**src/rtl/conv1_frame_ctrl_pkg.sv**
```systemverilog
// Shared types and constants for the conv1 frame sequencer.
package conv1_frame_ctrl_pkg;

  localparam int unsigned IMG_H_DEF = 28;
  localparam int unsigned IMG_W_DEF = 28;

  typedef enum logic [2:0] {
    IDLE,
    PREFETCH,
    STREAM,
    DRAIN,
    DONE
  } state_e;

  // Number of valid 3x3 windows in an h x w frame.
  function automatic int unsigned exp_results(input int unsigned h, input int unsigned w);
    return (h - 2) * (w - 2);
  endfunction

  localparam int unsigned EXP_CNT_DEF = exp_results(IMG_H_DEF, IMG_W_DEF);

endpackage

```
**src/rtl/conv1_frame_ctrl_if.sv**
```systemverilog
// Frame-buffer / engine / host bundle of the conv1 frame sequencer.
interface conv1_frame_ctrl_if #(
  parameter int unsigned DATA_W = 16,
  parameter int unsigned ACC_W  = 32,
  parameter int unsigned ADDR_W = 10
);
  logic                     start;
  logic                     busy;
  logic                     done;
  logic                     err;
  logic                     in_en;
  logic [ADDR_W-1:0]        in_addr;
  logic signed [DATA_W-1:0] in_rdata;
  logic                     conv_rst_n;
  logic signed [DATA_W-1:0] conv_data_in;
  logic                     conv_rdata_r;
  logic signed [ACC_W-1:0]  conv_data_out;
  logic                     conv_wdata_r;
  logic                     out_we;
  logic [ADDR_W-1:0]        out_addr;
  logic signed [ACC_W-1:0]  out_wdata;

  modport master (
    input  start, in_rdata, conv_data_out, conv_wdata_r,
    output busy, done, err, in_en, in_addr, conv_rst_n, conv_data_in,
           conv_rdata_r, out_we, out_addr, out_wdata
  );

  modport slave (
    output start, in_rdata, conv_data_out, conv_wdata_r,
    input  busy, done, err, in_en, in_addr, conv_rst_n, conv_data_in,
           conv_rdata_r, out_we, out_addr, out_wdata
  );
endinterface

```
**src/rtl/conv1_frame_ctrl_delay_line.sv**
```systemverilog
// Fixed-depth register delay line with asynchronous active-low reset.
module conv_delay_line #(
  parameter int unsigned WIDTH = 1,
  parameter int unsigned DEPTH = 1
) (
  input  logic             clk,
  input  logic             rst_n,
  input  logic [WIDTH-1:0] i_d,
  output logic [WIDTH-1:0] o_q
);
  logic [WIDTH*DEPTH-1:0] r_pipe;

  generate
    if (DEPTH == 1) begin : g_one
      always_ff @(posedge clk or negedge rst_n) begin
        if (!rst_n) r_pipe <= '0;
        else        r_pipe <= i_d;
      end
    end else begin : g_many
      always_ff @(posedge clk or negedge rst_n) begin
        if (!rst_n) r_pipe <= '0;
        else        r_pipe <= {r_pipe[WIDTH*(DEPTH-1)-1:0], i_d};
      end
    end
  endgenerate

  assign o_q = r_pipe[WIDTH*DEPTH-1 -: WIDTH];
endmodule

```
**src/rtl/conv1_frame_ctrl.sv**
```systemverilog
// Frame sequencer: streams one frame column-major into the conv1 engine and
// writes every engine result to the output SRAM at sequential addresses.
module conv1_frame_ctrl
  import conv1_frame_ctrl_pkg::*;
#(
  parameter int unsigned IMG_H    = IMG_H_DEF,
  parameter int unsigned IMG_W    = IMG_W_DEF,
  parameter int unsigned DATA_W   = 16,
  parameter int unsigned ACC_W    = 32,
  parameter int unsigned ADDR_W   = 10,
  parameter int unsigned PIPE_LAT = 1
) (
  input logic                clk,
  input logic                reset_n,
  conv1_frame_ctrl_if.master bus
);
  localparam logic [ADDR_W-1:0] LAST_PIX   = ADDR_W'(IMG_H * IMG_W - 1);
  localparam logic [ADDR_W-1:0] EXP_CNT    = ADDR_W'(exp_results(IMG_H, IMG_W));
  localparam logic [ADDR_W-1:0] DRAIN_LAST = ADDR_W'(PIPE_LAT + 1);

  state_e                   r_state;
  logic                     r_busy, r_done, r_err;
  logic                     r_in_en, r_conv_rst_n, r_conv_rdata_r, r_out_we;
  logic [ADDR_W-1:0]        r_in_addr, r_out_addr, r_pix, r_cnt, r_drain;
  logic signed [ACC_W-1:0]  r_out_wdata;
  logic signed [DATA_W-1:0] w_pix;
  logic                     w_strb, w_strb_d, w_cap, w_ovf;
  logic [ADDR_W-1:0]        w_cnt_nxt;

  assign w_strb = bus.conv_wdata_r & r_conv_rst_n;

  conv_delay_line #(.WIDTH(1), .DEPTH(PIPE_LAT)) u_strb_dly (
    .clk   (clk),
    .rst_n (reset_n),
    .i_d   (w_strb),
    .o_q   (w_strb_d)
  );

  // A delayed strobe beyond the expected count is dropped and flagged.
  always_comb begin
    w_cap = 1'b0;
    w_ovf = 1'b0;
    if (w_strb_d) begin
      if (r_cnt == EXP_CNT) w_ovf = 1'b1;
      else                  w_cap = 1'b1;
    end
    w_cnt_nxt = r_cnt + ADDR_W'(w_cap);
  end

  assign w_pix = (r_state == STREAM) ? bus.in_rdata : '0;

  always_ff @(posedge clk or negedge reset_n) begin
    if (!reset_n) begin
      r_state        <= IDLE;
      r_busy         <= 1'b0;
      r_done         <= 1'b0;
      r_err          <= 1'b0;
      r_in_en        <= 1'b0;
      r_conv_rst_n   <= 1'b0;
      r_conv_rdata_r <= 1'b0;
      r_out_we       <= 1'b0;
      r_in_addr      <= '0;
      r_out_addr     <= '0;
      r_out_wdata    <= '0;
      r_pix          <= '0;
      r_cnt          <= '0;
      r_drain        <= '0;
    end else begin
      r_done   <= 1'b0;
      r_out_we <= w_cap;
      if (w_cap) begin
        r_out_addr  <= r_cnt;
        r_out_wdata <= bus.conv_data_out;
      end
      r_cnt <= w_cnt_nxt;
      if (w_ovf) r_err <= 1'b1;

      unique case (r_state)
        IDLE: if (bus.start) begin
          r_state   <= PREFETCH;
          r_busy    <= 1'b1;
          r_err     <= 1'b0;
          r_cnt     <= '0;
          r_in_en   <= 1'b1;
          r_in_addr <= '0;
        end
        PREFETCH: begin
          r_state        <= STREAM;
          r_conv_rst_n   <= 1'b1;
          r_conv_rdata_r <= 1'b1;
          r_pix          <= '0;
          r_in_en        <= 1'b1;
          r_in_addr      <= ADDR_W'(1);
        end
        STREAM: begin
          // Read address runs one pixel ahead of the pixel on conv_data_in.
          r_in_en <= (r_pix < LAST_PIX - ADDR_W'(1));
          if (r_pix < LAST_PIX - ADDR_W'(1)) r_in_addr <= r_in_addr + ADDR_W'(1);
          if (r_pix == LAST_PIX) begin
            r_state        <= DRAIN;
            r_conv_rdata_r <= 1'b0;
            r_drain        <= '0;
          end else begin
            r_pix <= r_pix + ADDR_W'(1);
          end
        end
        DRAIN: begin
          r_drain <= r_drain + ADDR_W'(1);
          if (r_cnt == EXP_CNT || r_drain == DRAIN_LAST) begin
            r_state      <= DONE;
            r_done       <= 1'b1;
            r_conv_rst_n <= 1'b0;
            r_err        <= r_err | w_ovf | (w_cnt_nxt != EXP_CNT);
          end
        end
        DONE: begin
          r_state <= IDLE;
          r_busy  <= 1'b0;
        end
        default: r_state <= IDLE;
      endcase
    end
  end

  assign bus.busy         = r_busy;
  assign bus.done         = r_done;
  assign bus.err          = r_err;
  assign bus.in_en        = r_in_en;
  assign bus.in_addr      = r_in_addr;
  assign bus.conv_rst_n   = r_conv_rst_n;
  assign bus.conv_data_in = w_pix;
  assign bus.conv_rdata_r = r_conv_rdata_r;
  assign bus.out_we       = r_out_we;
  assign bus.out_addr     = r_out_addr;
  assign bus.out_wdata    = r_out_wdata;
endmodule

```
**src/flat_wrapper.sv**
```systemverilog
// flat-port wrapper written by rule: the top's interface ports become plain ports
module conv1_frame_ctrl_flat import conv1_frame_ctrl_pkg::*;
#(
  parameter int unsigned IMG_H    = IMG_H_DEF,
  parameter int unsigned IMG_W    = IMG_W_DEF,
  parameter int unsigned DATA_W   = 16,
  parameter int unsigned ACC_W    = 32,
  parameter int unsigned ADDR_W   = 10,
  parameter int unsigned PIPE_LAT = 1
)
  (clk, reset_n, bus_start, bus_in_rdata, bus_conv_data_out, bus_conv_wdata_r, bus_busy, bus_done, bus_err, bus_in_en, bus_in_addr, bus_conv_rst_n, bus_conv_data_in, bus_conv_rdata_r, bus_out_we, bus_out_addr, bus_out_wdata);
  conv1_frame_ctrl_if #(.DATA_W(DATA_W), .ACC_W(ACC_W), .ADDR_W(ADDR_W)) bus_i ();
  input logic clk;
  input logic reset_n;
  input wire logic [$bits(bus_i.start)-1:0] bus_start;
  input wire logic [$bits(bus_i.in_rdata)-1:0] bus_in_rdata;
  input wire logic [$bits(bus_i.conv_data_out)-1:0] bus_conv_data_out;
  input wire logic [$bits(bus_i.conv_wdata_r)-1:0] bus_conv_wdata_r;
  output wire logic [$bits(bus_i.busy)-1:0] bus_busy;
  output wire logic [$bits(bus_i.done)-1:0] bus_done;
  output wire logic [$bits(bus_i.err)-1:0] bus_err;
  output wire logic [$bits(bus_i.in_en)-1:0] bus_in_en;
  output wire logic [$bits(bus_i.in_addr)-1:0] bus_in_addr;
  output wire logic [$bits(bus_i.conv_rst_n)-1:0] bus_conv_rst_n;
  output wire logic [$bits(bus_i.conv_data_in)-1:0] bus_conv_data_in;
  output wire logic [$bits(bus_i.conv_rdata_r)-1:0] bus_conv_rdata_r;
  output wire logic [$bits(bus_i.out_we)-1:0] bus_out_we;
  output wire logic [$bits(bus_i.out_addr)-1:0] bus_out_addr;
  output wire logic [$bits(bus_i.out_wdata)-1:0] bus_out_wdata;
  assign bus_i.start = bus_start;
  assign bus_i.in_rdata = bus_in_rdata;
  assign bus_i.conv_data_out = bus_conv_data_out;
  assign bus_i.conv_wdata_r = bus_conv_wdata_r;
  assign bus_busy = bus_i.busy;
  assign bus_done = bus_i.done;
  assign bus_err = bus_i.err;
  assign bus_in_en = bus_i.in_en;
  assign bus_in_addr = bus_i.in_addr;
  assign bus_conv_rst_n = bus_i.conv_rst_n;
  assign bus_conv_data_in = bus_i.conv_data_in;
  assign bus_conv_rdata_r = bus_i.conv_rdata_r;
  assign bus_out_we = bus_i.out_we;
  assign bus_out_addr = bus_i.out_addr;
  assign bus_out_wdata = bus_i.out_wdata;
  conv1_frame_ctrl #(.IMG_H(IMG_H), .IMG_W(IMG_W), .DATA_W(DATA_W), .ACC_W(ACC_W), .ADDR_W(ADDR_W), .PIPE_LAT(PIPE_LAT)) u_core (.clk(clk), .reset_n(reset_n), .bus(bus_i));
endmodule
```
**config.mk**
```make
export PLATFORM = sky130hd
export DESIGN_NAME = conv1_frame_ctrl_flat
export DESIGN_NICKNAME = d
export VERILOG_FILES = /design/src/rtl/conv1_frame_ctrl_pkg.sv /design/src/rtl/conv1_frame_ctrl_if.sv /design/src/rtl/conv1_frame_ctrl_delay_line.sv /design/src/rtl/conv1_frame_ctrl.sv /design/src/flat_wrapper.sv
export SDC_FILE = /design/constraint.sdc
export NUM_CORES = 1
export LEC_CHECK = 0
export CAP_MARGIN = 30
export CORE_ASPECT_RATIO = 0.5
export CORE_UTILIZATION = 50
export DETAILED_ROUTE_END_ITERATION = 8
export PLACE_DENSITY = 0.84
export SKIP_CTS_REPAIR_TIMING = 1
export SYNTH_ARGS = -nofsm -noshare
export SYNTH_HDL_FRONTEND = slang
export SYNTH_SLANG_ARGS = --single-unit
```
**constraint.sdc**
```tcl
create_clock -name clk -period 3.7 [get_ports clk]
set_input_delay 0.925 -clock clk [delete_from_list [all_inputs] [get_ports clk]]
set_output_delay 0.925 -clock clk [all_outputs]
set_load 0.02 [all_outputs]
```
# Word-level counts from Yosys, hierarchy flattened
# Index checks and enable logic that the tools add are counted.
# word_totals
regBits,93
in_bits,52
word_cells,82
# classes
add_sub_neg,4
magnitude_cmp,1
n_eq_ne,13
mux,31
bitwise_logic,3
reduce_logical,15
# op_table
cell,count
two-way mux 10 bit,6
one-hot mux 10 bit (2 select lines),2
adder 10 x 1 -> 10 bit (second input constant),3
one-hot mux 10 bit (3 select lines),1
== test 10 bit (second input constant),2
two-way mux 16 bit,1
two-way mux 1 bit,12
one-hot mux 3 bit (4 select lines),1
AND reduction 2 bit,6
adder 10 x 1 -> 10 bit,1
== test 10 x 2 -> 1 bit (second input constant),1
less-than comparator 10 bit (second input constant),1
inequality test 10 bit (second input constant),1
two-way mux 3 bit,3
inequality test 2 bit (second input constant),4
one-hot mux 1 bit (2 select lines),4
nonzero test 2 bit,4
== test 3 x 2 -> 1 bit (second input constant),2
AND reduction 3 bit,2
== test 3 x 1 -> 1 bit (second input constant),1
== test 3 bit (second input constant),1
zero test 3 bit,1
one-hot mux 1 bit (3 select lines),1
nonzero test 3 bit,1
4 further kinds,5

# Logic depth before layout (Yosys ltp)
# logic_depth
word_depth,8
depth_mapped,12

# Modules after synthesis
# From an unflattened synthesis, not the netlist that was laid out.
# hier_totals
hier_cells,398
area_unflattened_um2,4281.6
# modules_own_cells
mod,n_inst,cells_each,area_each_um2
conv1_frame_ctrl,1,397,4256.6
conv_delay_line,1,1,25.0

# Worst setup path after synthesis
# OpenSTA, ideal clock, no wires.
# synth_path
kind,flip-flop to flip-flop
from,reg u_core.r_cnt[3]
to,reg u_core.r_err (netlist: u_core.bus.err)
setup_time_ns,0.137
t_arrival_ns,2.356
required_ns,3.563
slack_ns,1.207
path_stages_with_launch,13
n_path_buf,2
cell_sequence,dfrtp_1 -> nor4b_1 -> nand3_1 -> and2_1 -> buf_6 -> buf_6 -> ha_1 -> ha_1 -> nor2b_1 -> a21oi_1 -> o32a_1 -> nor4_1 -> o22ai_1
# synth_via
elab_chain_cells,8
word_cells_on_any_way,14
cone_classes,add/sub: 1; eq/ne: 2; mux: 8; bitwise: 2; reduce/logical: 1
# synth_lines
item,line_no,text
"start, declared",conv1_frame_ctrl.sv:24,"logic [ADDR_W-1:0] r_in_addr, r_out_addr, r_pix, r_cnt, r_drain;"
"start signal, assigned",conv1_frame_ctrl.sv:75,r_cnt <= w_cnt_nxt;
== test 10 bit,conv1_frame_ctrl.sv:44,if (r_cnt == EXP_CNT) w_ovf = 1'b1;
two-way mux 1 bit,conv1_frame_ctrl.sv:44,
two-way mux 1 bit,conv1_frame_ctrl.sv:43,if (w_strb_d) begin
net u_core.w_cap,conv1_frame_ctrl.sv:27,"logic w_strb, w_strb_d, w_cap, w_ovf;"
adder 10 x 1 -> 10 bit,conv1_frame_ctrl.sv:47,w_cnt_nxt = r_cnt + ADDR_W'(w_cap);
inequality test 10 bit,conv1_frame_ctrl.sv:113,r_err <= r_err | w_ovf | (w_cnt_nxt != EXP_CNT);
bitwise OR 1 bit,conv1_frame_ctrl.sv:113,
two-way mux 1 bit,conv1_frame_ctrl.sv:109,if (r_cnt == EXP_CNT || r_drain == DRAIN_LAST) begin
one-hot mux 1 bit (2 select lines),conv1_frame_ctrl.sv:78,unique case (r_state)
"end signal, assigned",conv1_frame_ctrl.sv:113,
"end, declared",conv1_frame_ctrl.sv:22,"logic r_busy, r_done, r_err;"
# The timed path passes the listed nets, and every way through them passes these cells.
# A chain may end at the register's enable or synchronous reset.

# Worst setup path after layout
# layout_path
from,reg u_core.r_state[1]
to,out bus_conv_data_in[9]
# layout_via
elab_chain_cells,2
# layout_lines
item,line_no,text
"start, declared",conv1_frame_ctrl.sv:21,state_e r_state;
"start signal, assigned",conv1_frame_ctrl.sv:54,r_state <= IDLE;
"start signal, assigned",conv1_frame_ctrl.sv:80,r_state <= PREFETCH;
"start signal, assigned",conv1_frame_ctrl.sv:88,r_state <= STREAM;
== test 3 x 2 -> 1 bit,conv1_frame_ctrl.sv:50,assign w_pix = (r_state == STREAM) ? bus.in_rdata : '0;
two-way mux 16 bit,conv1_frame_ctrl.sv:50,
"end, declared",flat_wrapper.sv:25,output wire logic [$bits(bus_i.conv_data_in)-1:0] bus_conv_data_in;
# Every way passes these cells.

==> run_results.csv <==
group,metric,value,unit
status,status,"complete, no violations",
timing,fmax,322.4,MHz
hold_path,hold_path_class,"flip-flop to flip-flop",
timing,skew,5.783,ps
logic_synthesis,avgSynthCellArea,11.75,um2
cells_and_area,n_antenna_cell,0,
routing,wl_per_cell,15.21,um
critical_path,r2r_start,"u_core.r_cnt[3]$_DFF_PN0_",
global_routing,grt_antenna_before_repair,0,
routing,postRouteAntennaNets,0,
timing,drv_slew,0,
routing,first_iter_violations,171,
pwr,power.leakage,2.668,nW
timing,hold_viol_final,0,
floorplanning,dieHeight,68.30,um
cts,cts_sinks,93,
critical_path,startpoint_type,"flip-flop",
critical_path,end_kind,"output pin",
global_routing,grt_max_degree,68,
cells_and_area,nets,561,
logic_synthesis,ys_seq_elements,93,
logic_synthesis,synth_area,4395,um2
cts,clk_pin_slew_worst_paths,60,ps
pwr,vdd_drop_max,0.2914,mV
floorplanning,io_pins,127,
routing,drt_wl_total,9.431,mm
routing,routed_via_density,5.260,
cells_and_area,syn_to_final_growth,38.26,%
cells_and_area,drive_gt1_share,13.39,%
global_routing,first_global_vias,3101,
floorplanning,placementRows,23,
floorplanning,core_area,8259,um2
placed_design,placed_area,5729,um2
flow_run,cap_violations,0,
cells_and_area,finalCoreUtilization,73.58,%
hold_path,min_from,"u_core.r_drain[9]$_DFFE_PN0P_",
timing,rsz0062_at_grt,"no",
logic_synthesis,netlist-cell-type-count,49,
cts,clock_latency,330,ps
placed_design,dpl_worst_slack,673.8,ps
timing,holdWs,476.8,ps
placed_design,dp.cells,604,
placed_design,gp_congestion,0.8633,
logic_synthesis,synthArstFlopShare,100.0,%
routing,dr.pass1.iters,4,
logic_synthesis,synth_seq_area_share,52.95,%
timing,fin_ws,597.8,ps
logic_synthesis,synth_ff_type,"dfrtp_1",
logic_synthesis,yosysWarningCount,0,
placed_design,place.port_buffers,126,
timing,min_period_over_period,83.84,%
global_routing,grt_overflow,0,
floorplanning,start_util,53.22,%
timing,max_slew_margin,43.28,%
global_routing,track_usage,20.94,%
critical_path,critical_path_class,"flip-flop to output pin",
cts,cts_made_buffers,9,
logic_synthesis,syn-num-nets,432,
cts,cts_tree,"yes",
cells_and_area,stdcell_count,620,
pwr,p_per_area,496.7,nW/um2
critical_path,reg2reg_depth,10,
floorplanning,die_w,134.6,um
critical_path,required,2770,ps
cells_and_area,fin_area,6077,um2
timing,finalCriticalPeriod,3102,ps
hold_path,min_to,"u_core.r_drain[9]$_DFFE_PN0P_",
critical_path,rrSetupSlack,1020,ps
cts,clock_path_buffers,2,
critical_path,regToRegEndpoint,"u_core.bus.err$_DFF_PN0_",
global_routing,grt_pass1_wl,14.75,mm
routing,drc,0,
logic_synthesis,synthCells,374,
timing,worst_pin_slew,850.8,ps
routing,num_vias,3261,
critical_path,cp.arrival,2180,ps
timing,setup_viol,0,
floorplanning,dieArea,9193,um2
placed_design,hpwl,6.510,mm
cts,htree_levels,3,
timing,setup_tns,0,ps
pwr,totalPowerFinal,3.019,mW
critical_path,critPathMaxFanout,19,
logic_synthesis,synth_edf_count,0,
cts,root_buffer,"clkbuf_16",
hold_path,min_path_cells,1,
## layer usage
metal	GRT usage (%)	vias up	wire (um)
met5	0	-	0
met4	5.618	0	60
met3	5.037	7	373
met2	36.92	78	4741
met1	26.42	1619	4255
li1	-	1557	-
## flip-flops by register name (all words and copies together), names as in the netlist
signal                   count
u_core.r_state               3
u_core.bus.busy              1
u_core.bus.done              1
u_core.bus.out_we            1
u_core.bus.conv_rst_n        1
u_core.bus.err               1
u_core.bus.conv_rdata_r      1
u_core.bus.out_addr         10
u_core.r_drain              10
u_core.r_cnt                10
u_core.u_strb_dly.o_q        1
u_core.bus.in_en             1
u_core.bus.out_wdata        32
u_core.bus.in_addr          10
u_core.r_pix                10
## cells in the final DEF, fill, tap and decap left out, types with 10 or more instances in the layout
| cell | netlist | final |
|---|---|---|
| and2_1 | 22 | 21 |
| clkdlybuf4s50_1 | 0 | 125 |
| dfrtp_1 | 93 | 93 |
| mux2_4 | 36 | 36 |
| nand2_1 | 32 | 32 |
| nand3_1 | 15 | 15 |
| nor2_1 | 31 | 31 |
| o21ai_0 | 17 | 17 |
| xnor2_1 | 10 | 10 |
| xor2_1 | 10 | 10 |
## worst max path at each step
stage                               end  slack (ps)                     startpoint
2_1_floorplan  u_core.bus.err$_DFF_PN0_        1210      u_core.r_cnt[3]$_DFF_PN0_
3_3_place_gp        bus_conv_data_in[8]         700                bus_in_rdata[8]
3_5_place_dp       bus_conv_data_in[11]         670               bus_in_rdata[11]
4_1_cts             bus_conv_data_in[9]         580  u_core.r_state[1]$_DFFE_PN0P_
5_1_grt             bus_conv_data_in[9]         460  u_core.r_state[1]$_DFFE_PN0P_
6_report            bus_conv_data_in[9]         600  u_core.r_state[1]$_DFFE_PN0P_
## final cells by class
class / instances / area (um2)
sequential: 93 / 2327
fill: 576 / 2182
multi-input combinational: 260 / 1939
timing repair buffer: 130 / 1289
clock buffer: 10 / 239.0
tap: 112 / 140.1
clock inverter: 6 / 108.9
inverter: 9 / 33.78
## worst max-delay path, cell delays in order, from the launching register on
cell and delay [ps]:
dfrtp_1 580, nor3b_2 240, buf_4 220, and2_1 170, clkdlybuf4s50_1 630
## cells in the mapped netlist, types with 4 or more instances
cell type	number	area [um2]
buf_6	6	67.56
nand2_1	32	120.1
ha_1	6	75.07
mux2_4	36	540.5
dfrtp_1	93	2327
xor2_1	10	87.58
and3_1	9	56.30
xnor2_1	10	87.58
nand3_1	15	75.07
o21ai_0	17	85.08
a21oi_1	9	45.04
nor2_1	31	116.4
o21ai_1	4	20.02
nor2b_1	6	37.54
nand4_1	5	31.28
and2_1	22	137.6
inv_1	9	33.78
nor3_1	7	35.03
## power breakdown
group	switching, mW	internal, mW
Combinational	0.301	0.390
Sequential	0.117	1.16
Clock	0.376	0.678
## cells by family (layout without fill, tap and decap cells)
kind of cell	after synthesis	in the layout	synth area share (%)
simple gates	144	144	17.71
flops	93	93	52.95
compound gates	49	49	7.173
mux	41	41	13.52
buf+inv	21	155	2.960
xor+xnor	20	20	3.985
fa+ha+maj	6	6	1.708
Note: power is estimated with default switching activity, not from simulation.
